**src/rtl/muldiv_unit.sv**
```systemverilog
// Iterative unsigned 32x32 multiply (shift-add) / divide (restoring) engine owning HI/LO.
// One iteration per cycle; HI/LO are updated only on completion, mthi/mtlo, or reset.
module muldiv_unit #(
  parameter int WIDTH = 32,
  parameter int CNT_W = 5
) (
  input  logic             clk,
  input  logic             rst,
  input  logic             start,
  input  logic [3:0]       aluop,
  input  logic [WIDTH-1:0] dataA,
  input  logic [WIDTH-1:0] dataB,
  input  logic             hi_we,
  input  logic             lo_we,
  output logic             busy,
  output logic             done,
  output logic             div_by_zero,
  output logic [WIDTH-1:0] hi,
  output logic [WIDTH-1:0] lo
);

  // state | meaning
  // IDLE  | waiting for start; mthi/mtlo honoured
  // MUL   | shift-add iteration per cycle
  // DIV   | restoring-division iteration per cycle
  // DONE  | one-cycle done pulse; mthi/mtlo honoured, start ignored
  typedef enum logic [1:0] {S_IDLE, S_MUL, S_DIV, S_DONE} state_t;

  localparam logic [3:0]       OP_MUL   = 4'b0011;
  localparam logic [3:0]       OP_DIV   = 4'b0100;
  localparam logic [CNT_W-1:0] CNT_LAST = CNT_W'(WIDTH - 1);

  state_t           state_q, state_d;
  logic [CNT_W-1:0] cnt_q, cnt_d;
  logic [WIDTH-1:0] acc_q, acc_d;   // MUL upper accumulator / DIV partial remainder
  logic [WIDTH-1:0] opa_q, opa_d;   // MUL multiplier->product low / DIV dividend->quotient
  logic [WIDTH-1:0] opb_q, opb_d;   // multiplicand / divisor
  logic [WIDTH-1:0] hi_q, hi_d, lo_q, lo_d;
  logic             busy_q, busy_d, done_q, done_d, dz_q, dz_d;

  logic [WIDTH:0]   mul_sum;
  logic [WIDTH:0]   div_shift;
  logic             div_ge;

  always_comb begin
    mul_sum   = {1'b0, acc_q} + (opa_q[0] ? {1'b0, opb_q} : '0);
    div_shift = {acc_q, opa_q[WIDTH-1]};
    div_ge    = div_shift >= {1'b0, opb_q};

    state_d = state_q;
    cnt_d   = cnt_q;
    acc_d   = acc_q;
    opa_d   = opa_q;
    opb_d   = opb_q;
    hi_d    = hi_q;
    lo_d    = lo_q;
    busy_d  = busy_q;
    done_d  = 1'b0;
    dz_d    = dz_q;

    case (state_q)
      S_IDLE, S_DONE: begin
        if (hi_we) hi_d = dataA;
        if (lo_we) lo_d = dataA;
        if (state_q == S_DONE) begin
          state_d = S_IDLE;
        end else if (start && (aluop == OP_MUL || aluop == OP_DIV)) begin
          state_d = (aluop == OP_MUL) ? S_MUL : S_DIV;
          cnt_d   = '0;
          acc_d   = '0;
          opa_d   = dataA;
          opb_d   = dataB;
          busy_d  = 1'b1;
          dz_d    = 1'b0;
        end
      end
      S_MUL, S_DIV: begin
        if (state_q == S_MUL) begin
          acc_d = mul_sum[WIDTH:1];
          opa_d = {mul_sum[0], opa_q[WIDTH-1:1]};
        end else begin
          // Subtraction result is below the divisor, so the low WIDTH bits are exact.
          acc_d = div_ge ? (div_shift[WIDTH-1:0] - opb_q) : div_shift[WIDTH-1:0];
          opa_d = {opa_q[WIDTH-2:0], div_ge};
        end
        cnt_d = cnt_q + CNT_W'(1);
        if (cnt_q == CNT_LAST) begin
          state_d = S_DONE;
          hi_d    = acc_d;
          lo_d    = opa_d;
          busy_d  = 1'b0;
          done_d  = 1'b1;
          dz_d    = (state_q == S_DIV) && (opb_q == '0);
        end
      end
      default: state_d = S_IDLE;
    endcase
  end

  always_ff @(posedge clk) begin
    if (rst) begin
      state_q <= S_IDLE;
      cnt_q   <= '0;
      acc_q   <= '0;
      opa_q   <= '0;
      opb_q   <= '0;
      hi_q    <= '0;
      lo_q    <= '0;
      busy_q  <= 1'b0;
      done_q  <= 1'b0;
      dz_q    <= 1'b0;
    end else begin
      state_q <= state_d;
      cnt_q   <= cnt_d;
      acc_q   <= acc_d;
      opa_q   <= opa_d;
      opb_q   <= opb_d;
      hi_q    <= hi_d;
      lo_q    <= lo_d;
      busy_q  <= busy_d;
      done_q  <= done_d;
      dz_q    <= dz_d;
    end
  end

  assign busy        = busy_q;
  assign done        = done_q;
  assign div_by_zero = dz_q;
  assign hi          = hi_q;
  assign lo          = lo_q;

endmodule

```
**config.mk**
```make
export PLATFORM = sky130hd
export DESIGN_NAME = muldiv_unit
export DESIGN_NICKNAME = d
export VERILOG_FILES = /design/src/rtl/muldiv_unit.sv
export SDC_FILE = /design/constraint.sdc
export NUM_CORES = 1
export LEC_CHECK = 0
export ABC_AREA = 1
export ABC_CLOCK_PERIOD_IN_PS = 2900
export CAP_MARGIN = 20
export CORE_MARGIN = 5
export CORE_UTILIZATION = 30
export CTS_BUF_LIST = sky130_fd_sc_hd__clkbuf_8
export DETAILED_ROUTE_END_ITERATION = 10
export PLACE_DENSITY_LB_ADDON = 0.2
export SLEW_MARGIN = 30
export SYNTH_ARGS = -nofsm -noshare
export SYNTH_HDL_FRONTEND = slang
export SYNTH_SLANG_ARGS = --single-unit
```
**constraint.sdc**
```tcl
create_clock -name clk -period 2.9 [get_ports clk]
set_input_delay 0.29 -clock clk [delete_from_list [all_inputs] [get_ports clk]]
set_output_delay 0.29 -clock clk [all_outputs]
set_load 0.02 [all_outputs]
```
==> results of run 1 <==
[critical path, stage by stage, from the launching register on]
cell and delay (ns):
dfxtp_1 0.39, ha_1 0.42, nand2_1 0.13, nor2_2 0.23, nand2_1 0.10, nand2_1 0.15, inv_1 0.08, nand2_1 0.12
nand2_2 0.12, buf_4 0.24, nand3b_1 0.10, nand3_1 0.13, nand2_1 0.16, nand3_1 0.14, a21oi_2 0.20
[registers in the layout, summed over array words and instances, names as in the netlist]
name	cells
acc_q	32
hi	32
lo	32
opa_q	32
opb_q	32
cnt_q	5
state_q	2
busy	1
div_by_zero	1
done	1
[worst max-delay path by stage]
stage	slack [ns]	end
floorplan	0.62	acc_q[26]
global placement	-0.12	acc_q[27]
detailed placement	-0.11	acc_q[27]
CTS	0.005	acc_q[21]
global route	-0.05	hi[26]
finish	0.13	acc_q[21]
[cell usage after synthesis (12+ instances only)]
| cell | count |
|---|---|
| nand3b_1 | 13 |
| inv_1 | 294 |
| nor2_1 | 154 |
| clkbuf_1 | 68 |
| dfxtp_1 | 170 |
| ha_1 | 69 |
| nand3_1 | 177 |
| a31oi_1 | 39 |
| nand4_1 | 26 |
| a21oi_1 | 186 |
| nor3_1 | 12 |
| o21ai_0 | 176 |
| xor2_1 | 13 |
| o211ai_1 | 32 |
| nand2_1 | 559 |
[per-stage QoR]
stage,setup TNS (ns),hold slack [ns],instance area [µm²],power (mW)
2_1_floorplan,0,0.4352,12570,13.72
4_1_cts,0,0.3301,15360,21.35
6_report,0,0.3671,15480,21.57
3_3_place_gp,-0.1885,0.4491,14950,19.43
5_1_grt,-0.1365,0.3384,15480,23.38
3_5_place_dp,-0.1780,0.4563,14950,19.44
[layout make-up]
| class | count | area [µm²] |
|---|---|---|
| inverter | 303 | 1139 |
| timing repair buffer | 226 | 2120 |
| tap | 539 | 674.4 |
| clock buffer | 17 | 234.0 |
| multi-input combinational | 1514 | 7756 |
| clock inverter | 15 | 152.6 |
| sequential | 170 | 3406 |
| fill | 4675 | 26180 |
[metal layers]
metal | up-vias | GRT usage (%) | part of all wire, %
li1 | 7107 | - | -
met1 | 6632 | 29.45 | 45
met2 | 400 | 37.90 | 47
met3 | 66 | 3.321 | 4.8
met4 | 0 | 6.700 | 2.7
met5 | - | 0 | 0
[repair_timing]
| action | CTS | global route |
|---|---|---|
| hold endpoints to repair | 0 | 0 |
| hold buffers | 0 | 0 |
| buffers inserted | 0 | 5 |
| pin swaps | 0 | 6 |
| endpoints found under the setup margin | 3 | 66 |
| gates cloned | 0 | 0 |
| resized for setup | 7 | 27 |
[kinds of logic after synthesis]
family          Yosys count  synth area share, %
xor+xnor                 17                1.184
compound gates          461                19.93
flops                   170                27.07
buf+inv                 392                12.10
simple gates            965                32.52
fa+ha+maj                71                7.186
[power breakdown]
| part | leakage, nW | internal [mW] | switching (mW) | total (mW) |
|---|---|---|---|---|
| clock | 0.206 | 0.767 | 1.04 | 1.81 |
| sequential | 1.40 | 3.30 | 0.701 | 4.00 |
| combinational | 5.93 | 5.22 | 10.5 | 15.8 |
| total | 7.54 | 9.29 | 12.3 | 21.6 |
==> results.ini, run 1 <==
[synth]
synth_area_leaders=dfxtp_1 (27%), nand2_1 (17%), inv_1 (8.8%)
syn_inst=2076
synth_area_leader_cell=dfxtp_1
synth_top_area_share_pct=27.07
synth_cell_types=41
async_flop_share_pct=0
synth-seq-cells=170
synthFlopType=dfxtp_1
yosysWarnings=0
syn_area_per_cell_um2=6.056
yosysSeqAreaShare_pct=27.07
syn-cell-area_mm2=0.01257
synthesis.nets=2220
synth_edf_count=0

[timing]
setup_viol=0
max_slew_margin_pct=51.56
finClkSkew_ns=0.02139
post-route-min-period_ns=2.775
worst_pin_slew_ns=0.7191
rsz0062_at_grt=yes
hold_viol=0
report.final.slew_viol_count=0
fin_crit_sh_pct=95.69
fmax_mhz=360.4
setup_slack_ns=0.1250

[place]
place.gp.congestion=0.9706
place_hpwl_mm=41.70
dp.cells=2747
pre_cts_slack_ns=-0.1057
io_buffers=139

[detailed_routing]
drt-total-wl_mm=52.85
via_count=14210
drt_iter0_drc=1177
firstDrtPassIters=5
wire_per_inst_um=18.98
drtAntennaViolNets=0
drc_errors=0
routed_via_density=5.102

[floorplanning]
fp.dieW_um=214.7
ioPinCount=140
dieArea_mm2=0.04610
initial_core_util_pct=30.17
die_y_um=214.7
rows=75
core-area_mm2=0.04167

[finish]
drive_gt1_share_pct=8.018
area_delta_synth_final_pct=23.14
postLayoutCoreUtil_pct=37.16
antenna_cells=0
final_common_cell=nand2_1
final_nets=2376
final_cell_mix=nand2_1 (548), inv_1 (296), a21oi_1 (180)
instances_no_fill=2784

[setup_path]
critPathLaunchType=register
timing.rr.end=acc_q[21]
worstPathMaxFanout=16
crit_start=acc_q[15]
end_kind=register
rrSetupSlack_ns=0.13
reg2reg_depth=14
crit_required_ns=3.35
crit_arrival_ns=3.22
worst-setup-path-type=reg -> reg
r2r-start=acc_q[15]

[clock_network]
cts_buffer_depth=2
cts_max_level=4
cts_tree=yes
clock_sinks=170
cts_made_buffers=17
insertion_delay_ns=0.53
clockRootBuffer=clkbuf_8
clk_pin_slew_ns=0.09

[grt]
grt_pass1_vias=13880
grt_max_degree=87
grt_use_total_pct=22.33
grt_pass1_wl_mm=80.85
overflow=0
antenna_found_initial=0

[power]
power.leakage_nw=7.542
peakVddDrop_v=0.001094
power.density_mw_per_mm2=1393

[min_path]
min_from=dataB[0]
hp-class=in -> reg
worst_hold_path.endpoint=opb_q[0]
hold_depth=3

[outcome]
outcome=finished, final reports clean

[job]
drv_cap=0

(Power assumes the default switching activity.)
==> run 2, diff against run 1 <==
Settings changed: ABC_CLOCK_PERIOD_IN_PS 2900 to 3200, CORE_MARGIN 5 to 2.
Clock period 2.9 ns to 3.2 ns, I/O delays scaled along.
==> run 2 against run 1 <==
Register-to-register slack better by 0.03 ns. Die area is 5.5% lower. Sequential cell count stayed put. Total power is 11% lower. Non-clock buffer count is 38 lower. Critical path depth is 1 higher. Combinational power is 12% lower. First-iteration DRC count is 12% lower. Routed wire length is 1.6% lower. Highest routed layer is now met5.
==> results.ini, run 2 (synthesis results as in run 1) <==
[outcome]
outcome=finished, final reports clean

[power]
internal_power_mw=8.200  ; -12%
combinationalPowerShare_pct=72.5  ; -0.6 points
power.net_switching_mw=10.96  ; -11%
power_frac_seq_pct=18.8  ; +0.3 points
swShare_pct=57.20  ; +0.24 points
finalPower_mw=19.16  ; -11%
peakVddDrop_v=0.0009345  ; -15%
power.leakage_nw=7.368  ; -2.3%
power.density_mw_per_mm2=1267  ; -9.0%
pwr-share-clk_pct=8.7  ; +0.3 points

[finish]
final_common_cell=nand2_1
fill_cells=4677  ; +0.043%
seq_area_mm2=0.003403  ; about the same
design_area_mm2=0.01512  ; -2.4%
area_delta_synth_final_pct=20.23
postLayoutCoreUtil_pct=36.77  ; -0.39 points
multi_input_area_mm2=0.007679  ; -1.0%
drive_gt1_share_pct=5.165  ; -2.9 points
final_cell_mix=nand2_1 (557), inv_1 (296), a21oi_1 (184)
final_nets=2338  ; -1.6%

[timing]
finClkSkew_ns=0.01821  ; -0.003181 ns
report.final.slew_viol_count=0  ; unchanged
rsz0062_at_grt=no
max_slew_margin_pct=49.32  ; -2.2 points
fmax_mhz=328.3  ; -8.9%
setup_slack_ns=0.1535  ; +0.02852 ns
worst_pin_slew_ns=0.7601  ; +0.04108 ns
tns_ns=0  ; unchanged
post-route-min-period_ns=3.046  ; +0.2715 ns
setup_viol=0  ; unchanged
hold_viol=0  ; unchanged
fin_crit_sh_pct=95.20  ; -0.49 points

[detailed_routing]
wire_per_inst_um=18.98  ; about the same
drtAntennaViolNets=0  ; unchanged
drc_errors=0  ; unchanged
firstDrtPassIters=6  ; +1
via_count=14030  ; -1.3%
drt-total-wl_mm=52.00  ; -1.6%
routed_via_density=5.119  ; +0.32%
drt_iter0_drc=1030  ; -12%

[floorplanning]
initial_core_util_pct=30.58  ; +0.41 points
die_y_um=208.7  ; -2.8%
ioPinCount=140  ; unchanged
core-area_mm2=0.04111  ; -1.3%
rows=74  ; -1.3%
dieArea_mm2=0.04356  ; -5.5%
fp.dieW_um=208.7  ; -2.8%

[clock_network]
cts_buffer_depth=2  ; unchanged
insertion_delay_ns=0.52  ; about the same
cts_made_buffers=17  ; unchanged
clockRootBuffer=clkbuf_8
cts_max_level=4  ; unchanged
cts_tree=yes
clock_sinks=170  ; unchanged
clk_pin_slew_ns=0.10  ; about the same
ctsHoldBuffers=0  ; unchanged

[grt]
grt_max_degree=99  ; +14%
grt_use_total_pct=23.83  ; +1.5 points
overflow=0  ; unchanged
grt_pass1_wl_mm=79.67  ; -1.5%
antenna_found_initial=2  ; +2
grt_pass1_vias=13710  ; -1.2%

[place]
placed_cell_area_mm2=0.01468  ; -1.8%
pre_cts_slack_ns=0.1108  ; +0.2166 ns
place_hpwl_mm=40.99  ; -1.7%
place.gp.congestion=0.9675  ; -0.32%
io_buffers=139  ; unchanged

[setup_path]
end_kind=register
path_delay_family=compound AO/OA/AOI/OAI gates
slowest_stage=dfxtp_1
r2r-start=opa_q[0]
path_common_cell=nand2_1
worst-setup-path-type=reg -> reg
cpPeakStageDelay_ns=0.47  ; +0.05 ns
worst-path-buf-inv=2  ; unchanged
cp_cell_sequence=buf_12 > nand2_1 > inv_1 > ha_1 > a21oi_1 > o21ai_0 > a21oi_1 > nor2_1 > nor2_1 > nand2_1 > nand2_1 > nand3_1 > nand2_1 > nand3_1 > a21oi_1
critPathLaunchType=register
crit_start=opa_q[0]
worstPathMaxFanout=31  ; +15
crit_required_ns=3.65  ; +0.30 ns
crit_arrival_ns=3.50  ; +0.28 ns

[min_path]
hp-class=in -> reg
min_from=dataB[0]

[job]
drv_cap=0  ; unchanged

## run 2: routing by layer
metal,up-vias,track usage (%),part of all wire [%]
li1,7023,-,-
met1,6493,30.52,44
met2,434,39.79,47
met3,73,4.418,6.1
met4,2,8.892,3.4
met5,-,0,0.025
## run 2: power by group through the flow
stage / registers, mW / clock network (mW) / logic (mW)
after floorplan: 3.91 / 0 / 8.52
after global placement: 3.64 / 0 / 13.8
after detailed placement: 3.65 / 0 / 13.8
after CTS: 3.61 / 1.72 / 13.8
after global routing: 3.70 / 1.79 / 15.5
final: 3.61 / 1.66 / 13.9
## run 2: final cells by class
cell class / count / share of cell area, %
antenna: 1 / 0.01655
clock buffer: 19 / 1.730
clock inverter: 13 / 0.9519
inverter: 303 / 7.532
multi-input combinational: 1514 / 50.80
sequential: 170 / 22.51
tap: 532 / 4.404
timing repair buffer: 188 / 12.05
## run 2: worst reg2reg max path: stages, from the launching register on
cell and delay [ns]:
dfxtp_1 0.47, buf_12 0.24, nand2_1 0.16, inv_1 0.08
ha_1 0.28, a21oi_1 0.31, o21ai_0 0.18, a21oi_1 0.39
nor2_1 0.12, nor2_1 0.17, nand2_1 0.07, nand2_1 0.06
nand3_1 0.06, nand2_1 0.15, nand3_1 0.09, a21oi_1 0.13
## run 2: final timing paths
check / slack (ns) / endpoint / cells past startpoint
worst max-delay path: 0.15 / acc_q[26] / 15
worst min-delay path: 0.42 / opb_q[0] / 3
worst max register to register: 0.15 / acc_q[26] / 15
worst min register to register: 0.47 / busy / 2
## run 2: what timing repair did
| action | in CTS | in global routing |
|---|---|---|
| setup endpoints to repair | 0 | 9 |
| resized for setup | 0 | 3 |
| buffers inserted | 0 | 2 |
## run 2: per-stage QoR
step	hold WS, ns	instances
after global placement	0.4522	2705
after global routing	0.4186	2739
after detailed placement	0.4596	2705
final	0.4160	2740
after CTS	0.3839	2737
after floorplan	0.4352	2076
==> run 3, diff against run 2 <==
Settings changed: CTS_CLUSTER_DIAMETER set to 200.
==> results of run 3 <==
Final layout, timing and power as in run 2 (identical DEF).
